==> src/rtl/multiplier_n_seq.sv <==
`default_nettype none
// ============================================================================
// Module   : multiplier_n_seq
// Brief    : Sequential unsigned radix-2 shift-and-add multiplier. It takes N-bit
//            operands on a start pulse and retires one multiplier bit per clock.
//            A 2N-bit product is presented with a one-cycle done pulse.
// Revision : 1.0 - initial release
// ============================================================================
module multiplier_n_seq #(
  parameter int N = 6
) (
  input  logic           clk,
  input  logic           rst_n,
  input  logic           start,
  input  logic [N-1:0]   multiplicand,
  input  logic [N-1:0]   multiplier,
  output logic [2*N-1:0] product,
  output logic           busy,
  output logic           done
);

  // Iteration counter must hold the value N without wrapping.
  localparam int              c_CNT_W = $clog2(N + 1);
  localparam logic [c_CNT_W-1:0] c_LAST = c_CNT_W'(N - 1);

  typedef enum logic [1:0] {
    S_IDLE = 2'd0,
    S_RUN  = 2'd1,
    S_DONE = 2'd2
  } state_t;

  state_t               r_state;
  state_t               w_next;
  // Multiplicand pre-shifted by the current count. Shifting it one place per
  // iteration is equivalent to A << count without a variable shifter.
  logic [2*N-1:0]       r_a;
  logic [N-1:0]         r_b;
  logic [2*N-1:0]       r_acc;
  logic [2*N-1:0]       r_product;
  logic [c_CNT_W-1:0]   r_count;
  logic [2*N-1:0]       w_addend;
  logic [2*N-1:0]       w_acc_sum;
  logic                 w_last;

  assign w_last    = (r_count == c_LAST);
  assign w_addend  = r_b[0] ? r_a : '0;
  assign w_acc_sum = r_acc + w_addend;

  // State register; reset returns to IDLE at any time, including mid-run.
  always_ff @(posedge clk or negedge rst_n) begin
    if (!rst_n) begin
      r_state <= S_IDLE;
    end else begin
      r_state <= w_next;
    end
  end

  // Next-state decode: fixed N-cycle run, then a single DONE cycle.
  always_comb begin
    w_next = r_state;
    case (r_state)
      S_IDLE:  if (start) w_next = S_RUN;
      S_RUN:   if (w_last) w_next = S_DONE;
      S_DONE:  w_next = S_IDLE;
      default: w_next = S_IDLE;
    endcase
  end

  // Datapath: capture operands on accept, add/shift once per RUN cycle,
  // and publish the product only on the edge that enters DONE.
  always_ff @(posedge clk or negedge rst_n) begin
    if (!rst_n) begin
      r_a       <= '0;
      r_b       <= '0;
      r_acc     <= '0;
      r_count   <= '0;
      r_product <= '0;
    end else begin
      case (r_state)
        S_IDLE: begin
          if (start) begin
            r_a     <= {{N{1'b0}}, multiplicand};
            r_b     <= multiplier;
            r_acc   <= '0;
            r_count <= '0;
          end
        end
        S_RUN: begin
          r_acc   <= w_acc_sum;
          r_a     <= r_a << 1;
          r_b     <= r_b >> 1;
          r_count <= r_count + c_CNT_W'(1);
          if (w_last) begin
            r_product <= w_acc_sum;
          end
        end
        default: ;
      endcase
    end
  end

  assign product = r_product;
  assign busy    = (r_state != S_IDLE);
  assign done    = (r_state == S_DONE);

endmodule
`default_nettype wire

==> config.mk <==
export PLATFORM = sky130hd
export DESIGN_NAME = multiplier_n_seq
export DESIGN_NICKNAME = d
export VERILOG_FILES = /design/src/rtl/multiplier_n_seq.sv
export SDC_FILE = /design/constraint.sdc
export NUM_CORES = 1
export LEC_CHECK = 0
export ABC_AREA = 1
export BUFFER_PORTS_ARGS = -buffer_cell sky130_fd_sc_hd__buf_2
export CAP_MARGIN = 20
export CORE_MARGIN = 1
export CORE_UTILIZATION = 50
export CTS_CLUSTER_SIZE = 20
export DETAILED_ROUTE_END_ITERATION = 12
export GPL_TIMING_DRIVEN = 0
export PLACE_DENSITY_LB_ADDON = 0.25
export SYNTH_ARGS = -nofsm -noshare
export SYNTH_HDL_FRONTEND = slang
export SYNTH_SLANG_ARGS = --single-unit
==> constraint.sdc <==
create_clock -name clk -period 2.2 [get_ports clk]
set_input_delay 0.22 -clock clk [delete_from_list [all_inputs] [get_ports clk]]
set_output_delay 0.22 -clock clk [all_outputs]
set_load 0.02 [all_outputs]
Word level (Yosys, flattened, before mapping)
Index checks and enable logic that the tools add are counted.

Register bits after elaboration: 47. Input port bits: 15. Output and inout port bits: 14. Logic and storage cells: 31.

Add/subtract/negate cells: 2. Eq/ne operators: 5. Mux-type cells: 12. Reduce and logical (&&, ||, !) cells: 6.

Operator list (number): case mux 12 bit (2 select lines) (2); 2-to-1 mux 12 bit (3); adder 12 bit (1); case mux 6 bit (2 select lines) (1); 2-to-1 mux 6 bit (1); case mux 3 bit (2 select lines) (1); AND reduction 2 bit (3); 2-to-1 mux 2 bit (2); != test 2 bit, second input constant (2); case mux 2 bit (2 select lines) (1); nonzero test 2 bit (2); adder 3 x 1 -> 3 bit, second input constant (1); equality test 3 bit, second input constant (1); 2-to-1 mux 3 bit (1); equality test 2 x 1 -> 1 bit, second input constant (1); equality test 2 bit, second input constant (1); zero test 2 bit (1).

Longest topological paths before layout
Gate-level depths: netlist (run 1).

Depth in word-level cells: 3. Mapped depth: 14. Depth with buffers taken out: 13.

Least setup slack after synthesis (run 1)
Ideal clock, no wire load.

Kind: register to register. From: register r_b[0]. To: register r_acc[8]. Library setup time: 117 ps. Data arrival time: 1883 ps. Required time: 2083 ps. Path slack: 200 ps. Cell stages (with the launch flop): 15. Buffers on the path: 1. Period minus slack after synthesis: 2000 ps. Cells stage by stage: dfrtp_1 clkbuf_1 nand2_1 inv_1 ha_1 inv_1 fa_1 inv_1 nand3_1 nand3_1 nand2_1 nand2_1 nand2_1 nand3_1 nand2_1.

Cells in the longest elaborated chain, start to end: 3.

Ends and longest elaborated chain: start, declared (RTL line 37) `logic [N-1:0] r_b;`; start signal, assigned (RTL line 83) `r_b <= multiplier;`; start signal, assigned (RTL line 91) `r_b <= r_b >> 1;`; 2-to-1 mux 12 bit (RTL line 46) `assign w_addend = r_b[0] ? r_a : '0;`; adder 12 bit (RTL line 47) `assign w_acc_sum = r_acc + w_addend;`; case mux 12 bit (2 select lines) (RTL line 79) `case (r_state)`; end signal, assigned (RTL line 89) `r_acc <= w_acc_sum;`; end, declared (RTL line 38) `logic [2*N-1:0] r_acc;`.

No other way between the ends. A chain may end at the register's enable or synchronous reset.

Worst setup path after layout (run 1)
Same ends and word-level chain as after synthesis.

==> run metrics, run 1 <==
sequential area share after synthesis between 40 and 50%; Max VDD drop 0.699 mV; vias in the first global route 2035; CP Capture Type flop; Post-Syn Area per Cell 7.80 um2; Core Rows 26; mapped cell area 2630 um2; # IOs 29; Synth Net Count approximately 370; CP Data Required Time 2.40 ns; die area 5550 um2; vias 2201; drt wl/cell ~12 um; post-detail-place hpwl just over 4000 um; Die Y 74.5 um; Fmax roughly 0.51 GHz; Sink Count 47; status finished clean; delay-heaviest family, CP simple AND/OR/NAND/NOR gates; initial antenna violation count 0; share of cells above drive strength 1 between 10% and 20%; Tcrit/Tclk final between 80% and 90%; setup violation total in the final timing report 0; crit path kind reg -> reg; Synth Warn # 0; leading cell type in the layout, fill and taps excluded nand2_1; fin area approximately 3000 um2; CTS HTree Levels 2; commonest cells after routing, fill and taps aside 106 x nand2_1, 51 x inv_1, 46 x dfrtp_1; Layout Nets 404; Final min period just under 2 ns; drt drc 0; CP max-delay cell dfrtp_2; CP arrival between 2 and 2.5 ns; WP buf/inv 3; Remaining Overflow, GRT 0; max incr delay on CP ~0.41 ns; CTS Buf Count 5; RSZ-0062 raised after global routing false; die width around 75 um; Place WS -0.170 ns; GR Util All Layers between 20% and 30%; critical path, cell by cell nand2_1 -> inv_1 -> ha_1 -> inv_1 -> fa_1 -> inv_1 -> nand3_1 -> nand3_1 -> nand2_1 -> nand2_1 -> nand2_1 -> nand3_1 -> nand2_1; Syn Inst Count approximately 340; Synth-to-Final Area Change 15.3%; max-slew violation count 0; slack of the critical path approximately 0.23 ns; Core ar. roughly 5100 um2; Clock Path Buffers 2; unique cell type count in the Yosys netlist 29; Yosys reg bits 47; power density over cell area approximately 1600 nW/um2; Slew Limit Headroom around 70%; PortBufs 28; CTS root buf clkbuf_8; vias per cell 4.93; ant diodes 0; first-pass detailed-route iteration total 4; Tot Pwr about 4800 uW; worst slew pin tran roughly 0.46 ns; worst hold-check path type in -> reg; Post-Route Skew between 0.01 and 0.015 ns; post-detailed-route count of antenna-violating nets 0; drt total wl about 5400 um; # Max-Cap Violations 0; CP most frequent cell nand2_1; first-pass GRT wire length about 9300 um; leakage power approximately 0.0017 uW; worst skew pair latency slightly above 0.3 ns; clk slew on worst S/H paths roughly 0.090 ns; DRC marker count from the first detailed-route iteration about 110; largest net degree at the start of global routing between 40 and 50; gp weighted congestion about 0.85; DP Area ~2900 um2; CTS tree yes; final hold viol count 0; Initial Utilization around half; CP Max Fanout 4; Setup crit start kind flop
path summary, 6_finish.rpt:
path,start,end,slack (ns),cells past startpoint
setup / recovery,r_b[0],r_acc[8],0.23,13
hold / removal,multiplicand[3],r_a[3],0.15,3
setup reg to reg,r_b[0],r_acc[8],0.23,13
hold reg to reg,product[11],product[11],0.48,2
max in group asynchronous,rst_n,r_b[0],1.39,3
min in group asynchronous,rst_n,product[4],0.33,2
report_power, final:
group / internal [uW] / switching (uW) / total, uW
Sequential: 1280 / 230 / 1510
Clock: 454 / 299 / 753
Combinational: 936 / 1560 / 2490
cell families after synthesis:
family,share of synthesized area (%)
and+or+nand+nor,25.5
DFF,44.7
xor gates and xnor gates,2.00
AOI/OAI and AO/OA,10.3
buffers and inverters,10.6
adders and majority gates,6.95
worst reg2reg max path: stages (launching register included):
cell and delay (ns):
dfrtp_2 0.41, nand2_1 0.06, inv_1 0.05, ha_1 0.19
inv_1 0.07, fa_1 0.41, inv_1 0.11, nand3_1 0.07
nand3_1 0.14, nand2_1 0.10, nand2_1 0.07, nand2_1 0.06
nand3_1 0.07, nand2_1 0.05
routing by layer:
metal | vias to the layer above | track usage (%) | routed length (um)
li1 | 1145 | - | -
met1 | 1000 | 30.4 | 2600
met2 | 43 | 35.2 | 2440
met3 | 13 | 4.61 | 206
met4 | 0 | 10.3 | 143
met5 | - | 0 | 0
sequential cells by signal (all words and copies together) (netlist names):
name     cells
r_acc       12
product     12
r_count      3
r_state      2
r_a         12
r_b          6
Yosys cell counts:
cell type | number | share of area (%)
or2_1 | 1 | 0.24
xor2_1 | 2 | 0.67
ha_1 | 13 | 6.2
buf_2 | 1 | 0.19
nand3_4 | 1 | 0.67
buf_4 | 2 | 0.57
fa_1 | 1 | 0.76
clkbuf_1 | 2 | 0.29
nand4_1 | 3 | 0.71
o22ai_1 | 7 | 1.7
nor2_1 | 16 | 2.3
nand3_1 | 22 | 4.2
a32o_1 | 1 | 0.38
buf_6 | 4 | 1.7
inv_1 | 51 | 7.3
nand3b_1 | 2 | 0.57
a21oi_1 | 10 | 1.9
nor2_4 | 1 | 0.43
nand2_4 | 1 | 0.43
nand2_2 | 2 | 0.48
nand3_2 | 1 | 0.38
inv_2 | 2 | 0.29
nand2_1 | 106 | 15
a31oi_1 | 1 | 0.24
dfrtp_1 | 47 | 45
inv_4 | 1 | 0.24
o21ai_0 | 23 | 4.4
o21ai_1 | 9 | 1.7
xnor2_1 | 4 | 1.3
timing repair:
| item | 4_1_cts | 5_1_grt |
|---|---|---|
| hold buffers | 0 | 1 |
| buffers inserted | 0 | 2 |
| endpoints found under the setup margin | 8 | 4 |
| endpoints found under the hold margin | 0 | 13 |
| resized for setup | 1 | 0 |
stage by stage:
step	utilization, %	instances	setup TNS, ns	hold WS [ns]
detailed placement	56.3	435	-0.817	0.449
finish	59.8	446	0	0.147
global placement	56.3	435	-0.578	0.453
CTS	58.9	442	0	0.114
global route	59.8	446	0	0.154
floorplan	-	337	0	-0.0756
layout make-up:
cell class	count	area, um2
plain buffers	8	68.8
clock buffers	6	72.6
clock inverters	2	60.1
fillers	483	2040
inverters	54	205
multi-input cells	227	1180
flip-flops and latches	47	1180
well taps	70	87.6
repair buffers	32	185
Note: power is estimated with default switching activity, not from simulation.
==> run 2: changes to the inputs <==
--- a/config.mk
+++ b/config.mk
@@ -6,7 +6,7 @@
 export NUM_CORES = 1
 export LEC_CHECK = 0
 export ABC_AREA = 1
-export BUFFER_PORTS_ARGS = -buffer_cell sky130_fd_sc_hd__buf_2
+export BUFFER_PORTS_ARGS = -buffer_cell sky130_fd_sc_hd__buf_4
 export CAP_MARGIN = 20
 export CORE_MARGIN = 1
 export CORE_UTILIZATION = 50
==> run 2 against run 1 <==
  * Sequential cell count unchanged
  * Wire length up 0.59%
  * Via count about the same
  * Utilization up 1.1 points
  * Hold slack better by 0.0057 ns
  * Clock skew down 0.00083 ns
  * Sequential share of layout area down 0.68 points
  * Design area up 1.8%
  * First-iteration DRC count down 17%
  * Clock power about the same
  * Die area unchanged
  * Sequential power about the same
==> run metrics, run 2 (synthesized netlist as in run 1, its figures left out) <==
Sink Count 47 (unchanged); CP endpoint r_acc[6]; die area 5550 um2 (unchanged); first-pass GRT wire length 9240 um (-0.22%); CP Data Required Time 2.39 ns (about the same); post-detail-place hpwl 3980 um (-1.2%); worst hold-check path type in -> reg; vias per cell 4.95 (+0.27%); RSZ-0062 raised after global routing false; worst skew pair latency 0.30 ns (about the same); Post-Route Skew 0.0105 ns (-0.000827 ns); Final Hold Slack 0.152 ns (+0.00572 ns); PortBufs 28 (unchanged); Max VDD drop 0.744 mV (+6.4%); setup violation total in the final timing report 0 (unchanged); gp weighted congestion 0.894 (+5.2%); Initial Utilization 51.8% (unchanged); initial antenna violation count 0 (unchanged); share of cells above drive strength 1 14.7% (+0.039 points); R2R cell count 13 (unchanged); max-slew violation count 0 (unchanged); CP most frequent cell nand2_1; leakage power 0.00171 uW (+0.53%); CP max-delay cell dfrtp_2; CTS root buf clkbuf_8; Fmax 0.499 GHz (-1.9%); ant diodes 0 (unchanged); final hold viol count 0 (unchanged); commonest cells after routing, fill and taps aside 106 x nand2_1, 51 x inv_1, 46 x dfrtp_1; DRC marker count from the first detailed-route iteration 89 (-17%); max incr delay on CP 0.42 ns (about the same); Final min period 2.01 ns (+0.0376 ns); CTS HTree Levels 2 (unchanged); # IOs 29 (unchanged); Clock Path Buffers 2 (unchanged); delay-heaviest family, CP simple AND/OR/NAND/NOR gates; Tcrit/Tclk final 91.2% (+1.7 points); Cell Count, Final, Fillers Out 445 (-0.22%); CP Max Fanout 6 (+2); Reg2Reg Capture Point r_acc[6]; CP arrival 2.19 ns (+0.02 ns); drt drc 0 (unchanged); CTS tree yes; Setup crit start kind flop; CP Capture Type flop; GR peak layer met2; power density over cell area 1570 nW/um2 (about the same); CP startpoint r_b[0]; crit path kind reg -> reg; post-detailed-route count of antenna-violating nets 0 (unchanged); Layout Nets 403 (-0.25%); FF-to-FF Start r_b[0]; vias in the first global route 2079 (+2.2%); CTS Buf Count 5 (unchanged); WP buf/inv 3 (unchanged); setup slack, reg-to-reg 0.19 ns (-0.04 ns); placed cell count 435 (unchanged); GR Util met2 36.2% (+1.0 points); drt wl/cell 12.2 um (+0.82%); met1 global-route usage 29.0% (-1.4 points); status finished clean; drt total wl 5420 um (+0.59%); worst slew pin tran 0.585 ns (+0.129 ns); Slew Limit Headroom 61.0% (-8.6 points); # Max-Cap Violations 0 (unchanged); Synth-to-Final Area Change 17.4%; met3 GRT Util 4.47% (-0.14 points); Die Y 74.5 um (unchanged); GR Util All Layers 22.2% (-0.42 points); first-pass detailed-route iteration total 4 (unchanged); leading cell type in the layout, fill and taps excluded nand2_1; critical path, cell by cell nand2_1 -> inv_1 -> ha_1 -> inv_1 -> fa_1 -> inv_1 -> nand3_1 -> nand3_1 -> nand2_1 -> nand2_1 -> nand2_1 -> nand3_1 -> nand2_1; clk slew on worst S/H paths 0.09 ns (about the same); Remaining Overflow, GRT 0 (unchanged); Core ar. 5070 um2 (unchanged); Levels on crit path 13 (unchanged); die width 74.5 um (unchanged); largest net degree at the start of global routing 48 (unchanged); vias 2202 (+0.045%); Core Rows 26 (unchanged)
==> run 2: stage by stage <==
stage          area [um2]  util, %  power [uW]  TNS, ns  worst slack, ns
2_1_floorplan        2630        -        3370        0            0.200
3_3_place_gp         2930     57.7        3990   -0.686           -0.157
3_5_place_dp         2930     57.7        4060   -0.752           -0.170
4_1_cts              3070     60.5        4830        0           0.0964
5_1_grt              3090     60.8        5280        0           0.0527
6_report             3090     60.8        4840        0            0.195
==> run 2: cell type report <==
cell class                 instances  area [um2]
fill                             462        1990
sequential                        47        1180
multi-input combinational        227        1180
timing repair buffer              31         235
inverter                          54         205
tap                               70        87.6
clock buffer                       5        68.8
buffer                             8        68.8
clock inverter                     3        67.6
==> run 2: layer usage <==
| layer | wire length [um] | up-vias | part of all wire (%) |
|---|---|---|---|
| met5 | 0 | - | 0 |
| met4 | 131 | 0 | 2.4 |
| met3 | 185 | 13 | 3.4 |
| met2 | 2460 | 53 | 45 |
| met1 | 2640 | 997 | 49 |
| li1 | - | 1139 | - |
==> run 2: worst min path at each step <==
stage | from | endpoint | slack (ns) | depth (start not counted)
2_1_floorplan | rst_n | product[0] | -0.08 | 0
3_3_place_gp | rst_n | product[8] | 0.26 | 1
3_5_place_dp | rst_n | product[8] | 0.27 | 1
4_1_cts | multiplicand[0] | r_a[0] | 0.15 | 3
5_1_grt | multiplier[5] | r_b[5] | 0.16 | 2
6_report | multiplicand[0] | r_a[0] | 0.15 | 3
==> run 2: worst min-delay path: stages <==
cell and delay [ns]:
buf_4 0.08, nand3_1 0.06, o21ai_0 0.07
==> run 2: power by group <==
group | internal (uW) | switching, uW | leakage, uW
sequential | 1280 | 224 | 0.000590
combinational | 1000 | 1590 | 0.00105
clock | 453 | 296 | 0.0000644
total | 2730 | 2110 | 0.00171
==> run 2: timing repair <==
| item | CTS | global route |
|---|---|---|
| hold endpoints to repair | 47 | 0 |
| buffers inserted | 0 | 2 |
| hold buffers | 1 | 0 |
| setup endpoints to repair | 8 | 4 |
| resized for setup | 1 | 0 |
==> run 3: changes to the inputs <==
--- a/config.mk
+++ b/config.mk
@@ -8,12 +8,13 @@
 export ABC_AREA = 1
 export BUFFER_PORTS_ARGS = -buffer_cell sky130_fd_sc_hd__buf_4
 export CAP_MARGIN = 20
-export CORE_MARGIN = 1
+export CORE_MARGIN = 2
 export CORE_UTILIZATION = 50
 export CTS_CLUSTER_SIZE = 20
 export DETAILED_ROUTE_END_ITERATION = 12
 export GPL_TIMING_DRIVEN = 0
 export PLACE_DENSITY_LB_ADDON = 0.25
+export RECOVER_POWER = 25
 export SYNTH_ARGS = -nofsm -noshare
 export SYNTH_HDL_FRONTEND = slang
 export SYNTH_SLANG_ARGS = --single-unit
==> constraint.sdc (replaced) <==
create_clock -name clk -period 2.3 [get_ports clk]
set_input_delay 0.23 -clock clk [delete_from_list [all_inputs] [get_ports clk]]
set_output_delay 0.23 -clock clk [all_outputs]
set_load 0.02 [all_outputs]
==> run 3 against run 2 <==
  * Fmax down 1.2%
  * Utilization down 1.0 points
  * Setup slack better by 0.075 ns
  * Sequential power down 5%
  * Clock skew up 0.0062 ns
  * First-iteration DRC count up 31%
  * Sequential share of layout area up 0.42 points
  * Largest cell class unchanged
==> run metrics, run 3 (synthesized netlist as in run 1, its figures left out) <==
status finished clean; Tcrit/Tclk final 88.3% (-2.9 points); post-detailed-route count of antenna-violating nets 0 (unchanged); Setup crit start kind flop; Die Y 76.5 um (+2.7%); Sw Pwr 2000 uW (-5.0%); Place WS -0.0841 ns (+0.0859 ns); first-pass GRT wire length 9750 um (+5.5%); Remaining Overflow, GRT 0 (unchanged); drt wl/cell 12.2 um (+0.35%); DRC marker count from the first detailed-route iteration 117 (+31%); drt drc 0 (unchanged); largest net degree at the start of global routing 48 (unchanged); # Max-Cap Violations 0 (unchanged); crit path kind reg -> reg; worst hold-check path type in -> reg; CP Capture Type flop; first-pass detailed-route iteration total 4 (unchanged); CP Max Fanout 5 (-1); die width 76.5 um (+2.7%); Core ar. 5110 um2 (+0.64%); CTS root buf clkbuf_8; Post-Route Skew 0.0167 ns (+0.00621 ns); CTS HTree Levels 2 (unchanged); # IOs 29 (unchanged); Synth-to-Final Area Change 16.1%; leading cell type in the layout, fill and taps excluded nand2_1; drt total wl 5430 um (+0.13%); Layout Nets 402 (-0.25%); Pint 2490 uW (-8.7%); CTS Buf Count 5 (unchanged); sequential share of power 31.9% (+0.9 points); Final min period 2.03 ns (+0.0252 ns); worst slew pin tran 1.14 ns (+0.553 ns); post-detail-place hpwl 4050 um (+1.6%); vias in the first global route 2202 (+5.9%); PortBufs 28 (unchanged); share of cells above drive strength 1 14.4% (-0.23 points); combinational fraction of design power 54.5% (+1.0 points); max-slew violation count 0 (unchanged); gp weighted congestion 0.885 (-1.1%); Clock Path Buffers 2 (unchanged); fillers 462 (unchanged); Core Rows 26 (unchanged); CP arrival 2.22 ns (+0.03 ns); die area 5860 um2 (+5.4%); Clk network pwr share 13.6% (-1.9 points); Final Util 59.8% (-1.0 points); setup violation total in the final timing report 0 (unchanged); Final Hold Slack 0.156 ns (+0.00392 ns); sw frac 44.6% (+0.98 points); post-route setup TNS 0 ns (unchanged); CTS tree yes; Initial Utilization 51.5% (-0.33 points); vias per cell 4.94 (-0.14%); leakage power 0.00170 uW (-0.69%); vias 2194 (-0.36%); RSZ-0062 raised after global routing false; clk slew on worst S/H paths 0.10 ns (about the same); power density over cell area 1470 nW/um2 (-6.1%); GR Util All Layers 20.8% (-1.4 points); ant diodes 0 (unchanged); initial antenna violation count 0 (unchanged); final hold viol count 0 (unchanged); slack of the critical path 0.269 ns (+0.0748 ns); Fmax 0.492 GHz (-1.2%); commonest cells after routing, fill and taps aside 106 x nand2_1, 51 x inv_1, 46 x dfrtp_1; Sink Count 47 (unchanged); Max VDD drop 0.596 mV (-20%); Slew Limit Headroom 24.2% (-37 points); worst skew pair latency 0.31 ns (about the same); CP Data Required Time 2.49 ns (+0.10 ns); Tot Pwr 4500 uW (-7.1%)
## run 3: changes by cell type in the layout (fill, tap and decap cells not counted), sizes merged
cell,before,now
clkinv,0,2
clkinvlp,1,0
buf,37,35
clkbuf,6,7
bufinv,2,1
## run 3: area by class of cell
cell class	count	area [um2]	area share, %
Tap cell	70	87.6	2.87
Timing Repair Buffer	30	225	7.38
Multi-Input combinational cell	227	1180	38.5
Inverter	54	205	6.72
Clock inverter	3	43.8	1.43
Sequential cell	47	1180	38.6
Buffer	8	68.8	2.25
Clock buffer	5	68.8	2.25
## run 3: final timing paths
| kind | end | cells after the start | start | slack (ns) |
|---|---|---|---|---|
| max | r_acc[8] | 13 | r_b[0] | 0.27 |
| min | r_a[2] | 3 | multiplicand[2] | 0.16 |
| max reg2reg | r_acc[8] | 13 | r_b[0] | 0.27 |
| min reg2reg | product[7] | 2 | product[7] | 0.48 |
| max in group asynchronous | r_b[0] | 2 | rst_n | 0.89 |
| min in group asynchronous | r_a[1] | 2 | rst_n | 0.66 |
## run 3: worst max-delay path: stages, from the launching register on
cell     delay [ns]
dfrtp_2        0.41
nand2_1        0.06
inv_1          0.05
ha_1           0.18
inv_1          0.07
fa_1           0.41
inv_1          0.11
nand3_1        0.07
nand3_1        0.14
nand2_1        0.12
nand2_1        0.09
nand2_1        0.06
nand3_1        0.07
nand2_1        0.05
## run 3: power groups by stage
stage / registers (uW) / clock network, uW / logic [uW]
2_1_floorplan: 1530 / 0 / 1700
3_3_place_gp: 1440 / 0 / 2380
3_5_place_dp: 1450 / 0 / 2450
4_1_cts: 1460 / 629 / 2430
5_1_grt: 1490 / 657 / 2790
6_report: 1430 / 611 / 2450
## run 3: stage by stage
step                instance area [um2]  instances
floorplan                          2630        337
global placement                   2930        435
detailed placement                 2930        435
CTS                                3050        443
global route                       3050        444
finish                             3050        444
## run 3: metal layers
| metal | GRT usage [%] | vias up | routed length, um |
|---|---|---|---|
| met5 | 0 | - | 0 |
| met3 | 4.38 | 10 | 171 |
| met4 | 9.09 | 0 | 111 |
| li1 | - | 1133 | - |
| met2 | 33.9 | 38 | 2500 |
| met1 | 26.7 | 1013 | 2650 |
## run 3: repair_timing
item | 4_1_cts | 5_1_grt
buffers inserted | 0 | 1
pin swaps | 0 | 0
setup endpoints to repair | 6 | 5
hold buffers | 1 | 0
endpoints found under the hold margin | 47 | 0
resized for setup | 0 | 1
